==> config.mk <==
export PLATFORM = sky130hd
export DESIGN_NAME = io_request_arbiter_flat
export DESIGN_NICKNAME = d
export VERILOG_FILES = /design/src/rtl/io_request_arbiter_pkg.sv /design/src/rtl/io_bus_interface.sv /design/src/rtl/rr_arbiter.sv /design/src/rtl/io_request_arbiter.sv /design/src/flat_wrapper.sv
export SDC_FILE = /design/constraint.sdc
export NUM_CORES = 1
export LEC_CHECK = 0
export CORE_AREA = 10 10 154 156
export DETAILED_ROUTE_END_ITERATION = 8
export DIE_AREA = 0 0 164 166
export HOLD_SLACK_MARGIN = 0.15
export PLACE_DENSITY_LB_ADDON = 0.2
export SKIP_LAST_GASP = 1
export SLEW_MARGIN = 20
export SYNTH_ARGS = -nofsm -noshare
export SYNTH_HDL_FRONTEND = slang
export SYNTH_SLANG_ARGS = --single-unit
export TNS_END_PERCENT = 30
==> constraint.sdc <==
create_clock -name clk -period 4.27 [get_ports clk]
set_input_delay 0.427 -clock clk [delete_from_list [all_inputs] [get_ports clk]]
set_output_delay 0.427 -clock clk [all_outputs]
set_load 0.02 [all_outputs]
==> src/rtl/io_request_arbiter_pkg.sv <==
// Shared types for the non-cached I/O request path: request/response packets,
// core identifiers and the arbiter FSM state encoding.
package io_request_arbiter_pkg;

  localparam int NUM_CORES        = 4;
  localparam int THREADS_PER_CORE = 4;
  localparam int CORE_ID_WIDTH    = 4;

  typedef logic [CORE_ID_WIDTH-1:0]            core_id_t;
  typedef logic [$clog2(THREADS_PER_CORE)-1:0] local_thread_idx_t;

  typedef struct packed {
    logic              is_store;
    local_thread_idx_t thread_idx;
    logic [31:0]       address;
    logic [31:0]       value;
  } ioreq_packet_t;

  typedef struct packed {
    core_id_t          core;
    local_thread_idx_t thread_idx;
    logic [31:0]       read_value;
  } iorsp_packet_t;

  typedef enum logic [1:0] {
    IDLE,
    ISSUE,
    CAPTURE,
    RESPOND
  } io_arb_state_t;

  // Index width that stays legal for a single requester.
  function automatic int idx_width(input int n);
    return (n > 1) ? $clog2(n) : 1;
  endfunction

endpackage

==> src/rtl/io_bus_interface.sv <==
// Shared non-cached peripheral bus: one-cycle read/write strobes, read data
// returned by the slave in the following cycle.
interface io_bus_interface;
  logic        write_en;
  logic        read_en;
  logic [31:0] address;
  logic [31:0] write_data;
  logic [31:0] read_data;

  modport master(output write_en, read_en, address, write_data, input read_data);
  modport slave(input write_en, read_en, address, write_data, output read_data);
endinterface

==> src/rtl/rr_arbiter.sv <==
// Round-robin arbiter: the requester after the most recent winner has highest
// priority, ascending with wrap-around. The winner is remembered on update_lru.
module rr_arbiter
  import io_request_arbiter_pkg::*;
#(
  parameter int NUM_REQUESTERS = NUM_CORES
) (
  input  logic                      clk,
  input  logic                      reset,
  input  logic [NUM_REQUESTERS-1:0] request,
  input  logic                      update_lru,
  output logic [NUM_REQUESTERS-1:0] grant_oh
);

  localparam int IDX_W = idx_width(NUM_REQUESTERS);

  logic [IDX_W-1:0] last_grant_reg;
  logic [IDX_W-1:0] grant_idx;
  logic [IDX_W:0]   candidate;
  logic             found;

  always_comb begin
    grant_oh  = '0;
    grant_idx = last_grant_reg;
    candidate = '0;
    found     = 1'b0;
    for (int i = 1; i <= NUM_REQUESTERS; i++) begin
      candidate = {1'b0, last_grant_reg} + (IDX_W+1)'(i);
      if (candidate >= (IDX_W+1)'(NUM_REQUESTERS))
        candidate = candidate - (IDX_W+1)'(NUM_REQUESTERS);
      if (!found && request[candidate[IDX_W-1:0]]) begin
        found     = 1'b1;
        grant_idx = candidate[IDX_W-1:0];
      end
    end
    if (found)
      grant_oh[grant_idx] = 1'b1;
  end

  // Reset to the last index so requester 0 is first in line.
  always_ff @(posedge clk) begin
    if (reset)
      last_grant_reg <= IDX_W'(NUM_REQUESTERS - 1);
    else if (update_lru && found)
      last_grant_reg <= grant_idx;
  end

endmodule

==> src/rtl/io_request_arbiter.sv <==
// Serialises per-core non-cached I/O requests onto one peripheral bus and
// broadcasts each response back: grant, bus strobe, capture, respond.
module io_request_arbiter
  import io_request_arbiter_pkg::*;
#(
  parameter int NUM_REQUESTERS = NUM_CORES
) (
  input  logic                               clk,
  input  logic                               reset,
  input  logic [NUM_REQUESTERS-1:0]          ioreq_valid,
  input  ioreq_packet_t [NUM_REQUESTERS-1:0] ioreq_packet,
  output logic [NUM_REQUESTERS-1:0]          ioreq_ack,
  io_bus_interface.master                    io_bus,
  output logic                               iorsp_valid,
  output iorsp_packet_t                      iorsp_packet
);

  localparam int IDX_W = idx_width(NUM_REQUESTERS);

  io_arb_state_t             state_reg;
  ioreq_packet_t             req_reg;
  logic [IDX_W-1:0]          grant_idx_reg;
  logic                      write_en_reg;
  logic                      read_en_reg;
  logic                      rsp_valid_reg;
  iorsp_packet_t             rsp_reg;
  logic [NUM_REQUESTERS-1:0] grant_oh;
  logic [IDX_W-1:0]          grant_idx;
  logic [IDX_W-1:0]          idx_terms [NUM_REQUESTERS];
  logic                      arb_enable;

  // Arbitration is only live in IDLE; the ack is the grant itself that cycle.
  assign arb_enable = (state_reg == IDLE) && !reset;
  assign ioreq_ack  = arb_enable ? grant_oh : '0;

  rr_arbiter #(
    .NUM_REQUESTERS(NUM_REQUESTERS)
  ) u_rr_arbiter (
    .clk       (clk),
    .reset     (reset),
    .request   (ioreq_valid),
    .update_lru(arb_enable),
    .grant_oh  (grant_oh)
  );

  for (genvar gi = 0; gi < NUM_REQUESTERS; gi++) begin : g_encode
    assign idx_terms[gi] = grant_oh[gi] ? IDX_W'(gi) : '0;
  end

  always_comb begin
    grant_idx = '0;
    for (int i = 0; i < NUM_REQUESTERS; i++)
      grant_idx = grant_idx | idx_terms[i];
  end

  always_ff @(posedge clk) begin
    if (reset) begin
      state_reg     <= IDLE;
      req_reg       <= '0;
      grant_idx_reg <= '0;
      write_en_reg  <= 1'b0;
      read_en_reg   <= 1'b0;
      rsp_valid_reg <= 1'b0;
      rsp_reg       <= '0;
    end else begin
      write_en_reg  <= 1'b0;
      read_en_reg   <= 1'b0;
      rsp_valid_reg <= 1'b0;
      case (state_reg)
        IDLE: begin
          if (|grant_oh) begin
            req_reg       <= ioreq_packet[grant_idx];
            grant_idx_reg <= grant_idx;
            write_en_reg  <= ioreq_packet[grant_idx].is_store;
            read_en_reg   <= !ioreq_packet[grant_idx].is_store;
            state_reg     <= ISSUE;
          end
        end
        ISSUE: state_reg <= CAPTURE;
        CAPTURE: begin
          // Stores report zero so every response carries a defined value.
          rsp_reg.core       <= core_id_t'(grant_idx_reg);
          rsp_reg.thread_idx <= req_reg.thread_idx;
          rsp_reg.read_value <= req_reg.is_store ? 32'h0 : io_bus.read_data;
          rsp_valid_reg      <= 1'b1;
          state_reg          <= RESPOND;
        end
        RESPOND: state_reg <= IDLE;
        default: state_reg <= IDLE;
      endcase
    end
  end

  assign io_bus.write_en   = write_en_reg;
  assign io_bus.read_en    = read_en_reg;
  assign io_bus.address    = req_reg.address;
  assign io_bus.write_data = req_reg.value;
  assign iorsp_valid       = rsp_valid_reg;
  assign iorsp_packet      = rsp_reg;

endmodule

==> src/flat_wrapper.sv <==
// flat-port wrapper written by rule: the top's interface ports become plain ports
module io_request_arbiter_flat import io_request_arbiter_pkg::*;
#(
  parameter int NUM_REQUESTERS = NUM_CORES
)
  (clk, reset, ioreq_valid, ioreq_packet, ioreq_ack, iorsp_valid, iorsp_packet, io_bus_write_en, io_bus_read_en, io_bus_address, io_bus_write_data, io_bus_read_data);
  io_bus_interface io_bus_i ();
  input  logic clk;
  input  logic reset;
  input  logic [NUM_REQUESTERS-1:0] ioreq_valid;
  input  ioreq_packet_t [NUM_REQUESTERS-1:0] ioreq_packet;
  output logic [NUM_REQUESTERS-1:0] ioreq_ack;
  output logic iorsp_valid;
  output iorsp_packet_t iorsp_packet;
  output wire logic [$bits(io_bus_i.write_en)-1:0] io_bus_write_en;
  output wire logic [$bits(io_bus_i.read_en)-1:0] io_bus_read_en;
  output wire logic [$bits(io_bus_i.address)-1:0] io_bus_address;
  output wire logic [$bits(io_bus_i.write_data)-1:0] io_bus_write_data;
  input wire logic [$bits(io_bus_i.read_data)-1:0] io_bus_read_data;
  assign io_bus_write_en = io_bus_i.write_en;
  assign io_bus_read_en = io_bus_i.read_en;
  assign io_bus_address = io_bus_i.address;
  assign io_bus_write_data = io_bus_i.write_data;
  assign io_bus_i.read_data = io_bus_read_data;
  io_request_arbiter #(.NUM_REQUESTERS(NUM_REQUESTERS)) u_core (.clk(clk), .reset(reset), .ioreq_valid(ioreq_valid), .ioreq_packet(ioreq_packet), .ioreq_ack(ioreq_ack), .io_bus(io_bus_i), .iorsp_valid(iorsp_valid), .iorsp_packet(iorsp_packet));
endmodule
### Word level (Yosys, flattened, before mapping)

Index checks and enable logic that the tools add are counted.

* add/subtract/negate cells: 8
* $lt $le $gt $ge: 11
* equality and inequality tests: 4
* multiplexer cells: 33
* bitwise logic cells: 4
* reduce and logical (&&, ||, !) cells: 15

Operators with widths (count)
* $bmux 67 s2: 1
* $mux 67: 1
* $mux 32: 1
* $mux 2: 11
* $lt 2x3->1 const B: 6
* $ge 3x3->1 const B: 4
* $mux 1: 11
* $bmux 1 s2: 4
* $mux 4: 2
* $pmux 2 s4: 1
* $sub 2x1->2 const B: 4
* $add 2x2->3 const B: 2
* $logic_and 1x1->1: 6
* $logic_not 1->1: 5
* $eq 2x2->1 const B: 2
* $or 2x2->2: 2
* $reduce_or 4->1: 1
* $add 2x1->3 const B: 1
* $add 2x3->3 const B: 1
* $reduce_or 3->1: 1
* $demux 1 s2: 1
* $eq 2x1->1 const B: 1
* $ge 2x1->1 const B: 1
* $logic_not 2->1: 1
* other kinds (3): 4

* register bits: 112
* input bits: 306
* output and inout bits: 109
* logic and storage cells: 88

### Depth between registers and ports, before layout

* depth in word-level cells: 26
* mapped depth: 9

### Cells and area by module

Synthesis repeated with hierarchy kept, for this count alone.

* cells, all modules: 762
* area, all modules: 6628.9 sq um

Modules (own cells, without submodules)
* io_request_arbiter: times used 1, cells each 719, area each 6307.3 sq um, seq. area each 2202.1 sq um
* rr_arbiter: times used 1, cells each 43, area each 321.6 sq um, seq. area each 40.0 sq um

### Least setup slack after synthesis

Ideal clock, no wire load.

* path type: input port to output port
* from: in ioreq_valid[3]
* to: out ioreq_ack[2]
* arrival: 1747 ps
* required time: 3843 ps
* slack: 2096 ps
* stages: 7
* buffers on the path: 2
* cell sequence: buf_2 nand2_1 and3_1 nor3_2 buf_2 nand2_1 nor2_1

* word-level cells in the longest chain between the ends: 18
* elaborated cells on any way between the ends: 29
* classes of those cells: order compare: 2; mux: 20; reduce/logical: 7

Ends and longest elaborated chain
* start: declaration: RTL line flat_wrapper.sv:10 `input logic [NUM_REQUESTERS-1:0] ioreq_valid;`
* $bmux 1 s2: RTL line rr_arbiter.sv:31 `if (!found && request[candidate[IDX_W-1:0]]) begin`
* $mux 1 (not written as such): RTL line rr_arbiter.sv:31
* $mux 1: RTL line rr_arbiter.sv:31
* $logic_not 1->1: RTL line rr_arbiter.sv:31
* $logic_and 1x1->1: RTL line rr_arbiter.sv:31
* $mux 1: RTL line rr_arbiter.sv:31
* $logic_not 1->1: RTL line rr_arbiter.sv:31
* $logic_and 1x1->1: RTL line rr_arbiter.sv:31
* (+2 left out)
* $logic_and 1x1->1: RTL line rr_arbiter.sv:31
* $mux 2: RTL line rr_arbiter.sv:31
* $lt 2x3->1 (not written as such) or $ge 2x1->1 (tied branches): RTL line rr_arbiter.sv:37 `grant_oh[grant_idx] = 1'b1;`
* $logic_and 1x1->1 (not written as such): RTL line rr_arbiter.sv:37
* $mux 1 (not written as such): RTL line rr_arbiter.sv:37
* $demux 1 s2: RTL line rr_arbiter.sv:37
* $mux 4 *: RTL line rr_arbiter.sv:36 `if (found)`
* $mux 4 *: RTL line io_request_arbiter.sv:34 `assign ioreq_ack = arb_enable ? grant_oh : '0;`
* end: declaration: RTL line flat_wrapper.sv:12 `output logic [NUM_REQUESTERS-1:0] ioreq_ack;`

Every way passes the cells marked *; elsewhere a longest branch is shown, timed or not. The select of a mux whose other input is x is not followed.

### Worst setup path in the final report

* from: in ioreq_valid[3]
* to: out ioreq_ack[1]

The elaborated chain is that of the path after synthesis.

==> run metrics <==
Min Clock Period, post-route about 3.5 ns; WS Path Type in2out; CP required about 3.8 ns; final instance area 10400 um^2; # rows 53; max cap viols 0; dpl cells between 1000 and 1500; total global routing overflow 0; CTS root buffer clkbuf_16; CTS resizes 0; Die Y-Extent ~170 um; Final Wtd Congestion 0.840; total power 5.07 mW; number of synthesized register bits 112; Worst Hold Margin about 0.45 ns; clock insertion delay at the later pin of the skew report 0.36 ns; DP HPWL about 21000 um; yosys warns 0; Finished Core Util 50.0%; nets@finish around 1400; status complete, no violations; Worst EP arrival 3.06 ns; Synth area leaders dfxtp_1 (36%), o221ai_1 (9.6%), buf_4 (8.3%); final hold violations 0; commonest cells after routing, fill and taps aside clkdlybuf4s50_1 (412), dfxtp_1 (112), nand2_1 (76), and3_1 (67), o221ai_1 (67); IO Pins between 400 and 500; GRT Total Usage a little under a fifth; CP Max Fanout 33; post-synthesis cell area just over 6000 um^2; startpoint types input pin; via count ~6600; DR vias/cell a little under 5; Starting Density between 30% and 40%; final WL 27600 um; cell taking the most area after synthesis dfxtp_1; DP Area between 10000 and 15000 um^2; TritonCTS clock tree yes; Hold Crit Class reg2reg; CTS Buf Count 9; setup bufs post-CTS 0; Post-DRT Antenna Nets 0; vias in the first global route 6512; Area Overhead vs Synth 66.7%; Core Region between 20000 and 25000 um^2; Netlist cell types between 40 and 50; fmax 0.286 GHz; Max rail drop VDD 0.201 mV; Max clock buf depth 2; worst-margin pin slew ~0.93 ns; share of the synthesized area in the top cell type between 30% and 40%; layout cells sized above 1 approximately 5.3%; Power Dens Cells 489 nW/um^2; DRT Pass-1 Iters 4; Critical Path Sink Type primary output; drt drc 0; DR iter-0 viols 332; cts hold-fix bufs 0; final worst slack between 0.7 and 0.8 ns; cells after synthesis around 750; synthesized area per cell 8.24 um^2; register area share after synthesis between 30% and 40%; Final Non-Filler Cells 1334; largest net degree at the start of global routing 53; pre-CTS WS 0.755 ns; Setup-failing EPs final 0; PortBufs just over 400; Final Max Slew Viols 0; fin crit share about 82%; H-tree levels 3; Sum Neg Setup Slack 0 ns; Clock Sinks between 100 and 150; clk slew on worst S/H paths 0.09 ns; max reg flops 36; relative slew slack between 30% and 40%; die area approximately 27000 um^2; Pleak between 3 and 4 nW; Max Clock Skew 0.0100 ns; commonest non-fill, non-tap cell in the layout clkdlybuf4s50_1; initial antenna violation count 2; RSZ-0062 raised after global routing false; first-pass GRT wire length 40900 um; Routed wire per std cell roughly 21 um; Die Wd approximately 160 um
cells in the mapped netlist (all sizes together):
master / count
or2: 1
and2b: 1
o22ai: 1
inv: 5
a22oi: 4
o32ai: 1
nand2b: 2
and2: 2
buf: 95
a21boi: 1
conb: 1
o21ba: 1
dfxtp: 112
nand3: 2
a22o: 1
o221ai: 68
nor2b: 35
o21bai: 1
nor3: 4
a211oi: 66
clkbuf: 44
a21oi: 38
nor2: 42
mux2i: 7
ha: 3
nor4: 1
mux2: 1
a221o: 1
nand2: 77
and3: 67
o21ai: 68
worst paths after layout:
check                              start                     endpoint  slack [ns]  cells past startpoint
min          u_core.io_bus.write_data[6]  u_core.io_bus.write_data[6]        0.45                      2
min reg2reg  u_core.io_bus.write_data[6]  u_core.io_bus.write_data[6]        0.45                      2
max reg2reg          u_core.state_reg[0]    u_core.io_bus.address[30]        1.66                      7
max                       ioreq_valid[3]                 ioreq_ack[1]        0.78                      6
kinds of logic after synthesis:
| kind of cell | share of synthesized area (%) |
|---|---|
| AO/OA/AOI/OAI | 28.7 |
| other | 0.0604 |
| flip-flops | 36.1 |
| buffers and inverters | 14.0 |
| AND/OR/NAND/NOR | 19.2 |
| adder cells (fa/ha/maj) | 0.605 |
| multiplexers | 1.37 |
routing by layer:
| metal | part of all wire, % | global-route usage [%] | vias to the layer above |
|---|---|---|---|
| met1 | 42 | 23.2 | 3078 |
| met3 | 7.8 | 5.65 | 15 |
| met4 | 1.1 | 4.35 | 0 |
| met2 | 49 | 32.6 | 255 |
| met5 | 0 | 0 | - |
| li1 | - | - | 3285 |
area by class of cell:
type / instances / area (um^2)
timing repair buffer: 426 / 4250
multi-input combinational: 498 / 3160
clock buffer: 9 / 225
tap: 275 / 344
fill: 2043 / 10300
inverter: 5 / 18.8
antenna: 2 / 5.00
sequential: 112 / 2240
clock inverter: 7 / 98.8
power breakdown:
| group | internal, mW | total [mW] | switching (mW) |
|---|---|---|---|
| registers | 1.35 | 1.52 | 0.167 |
| logic | 1.19 | 2.61 | 1.43 |
| clock network | 0.436 | 0.933 | 0.497 |
| total | 2.98 | 5.07 | 2.09 |
critical path, cell delays in order:
cell             delay, ns
clkdlybuf4s50_1       0.76
a21boi_0              0.39
o21bai_4              0.29
and2_1                0.36
nor3_1                0.17
clkdlybuf4s50_1       0.66
Note: power is estimated with default switching activity, not from simulation.
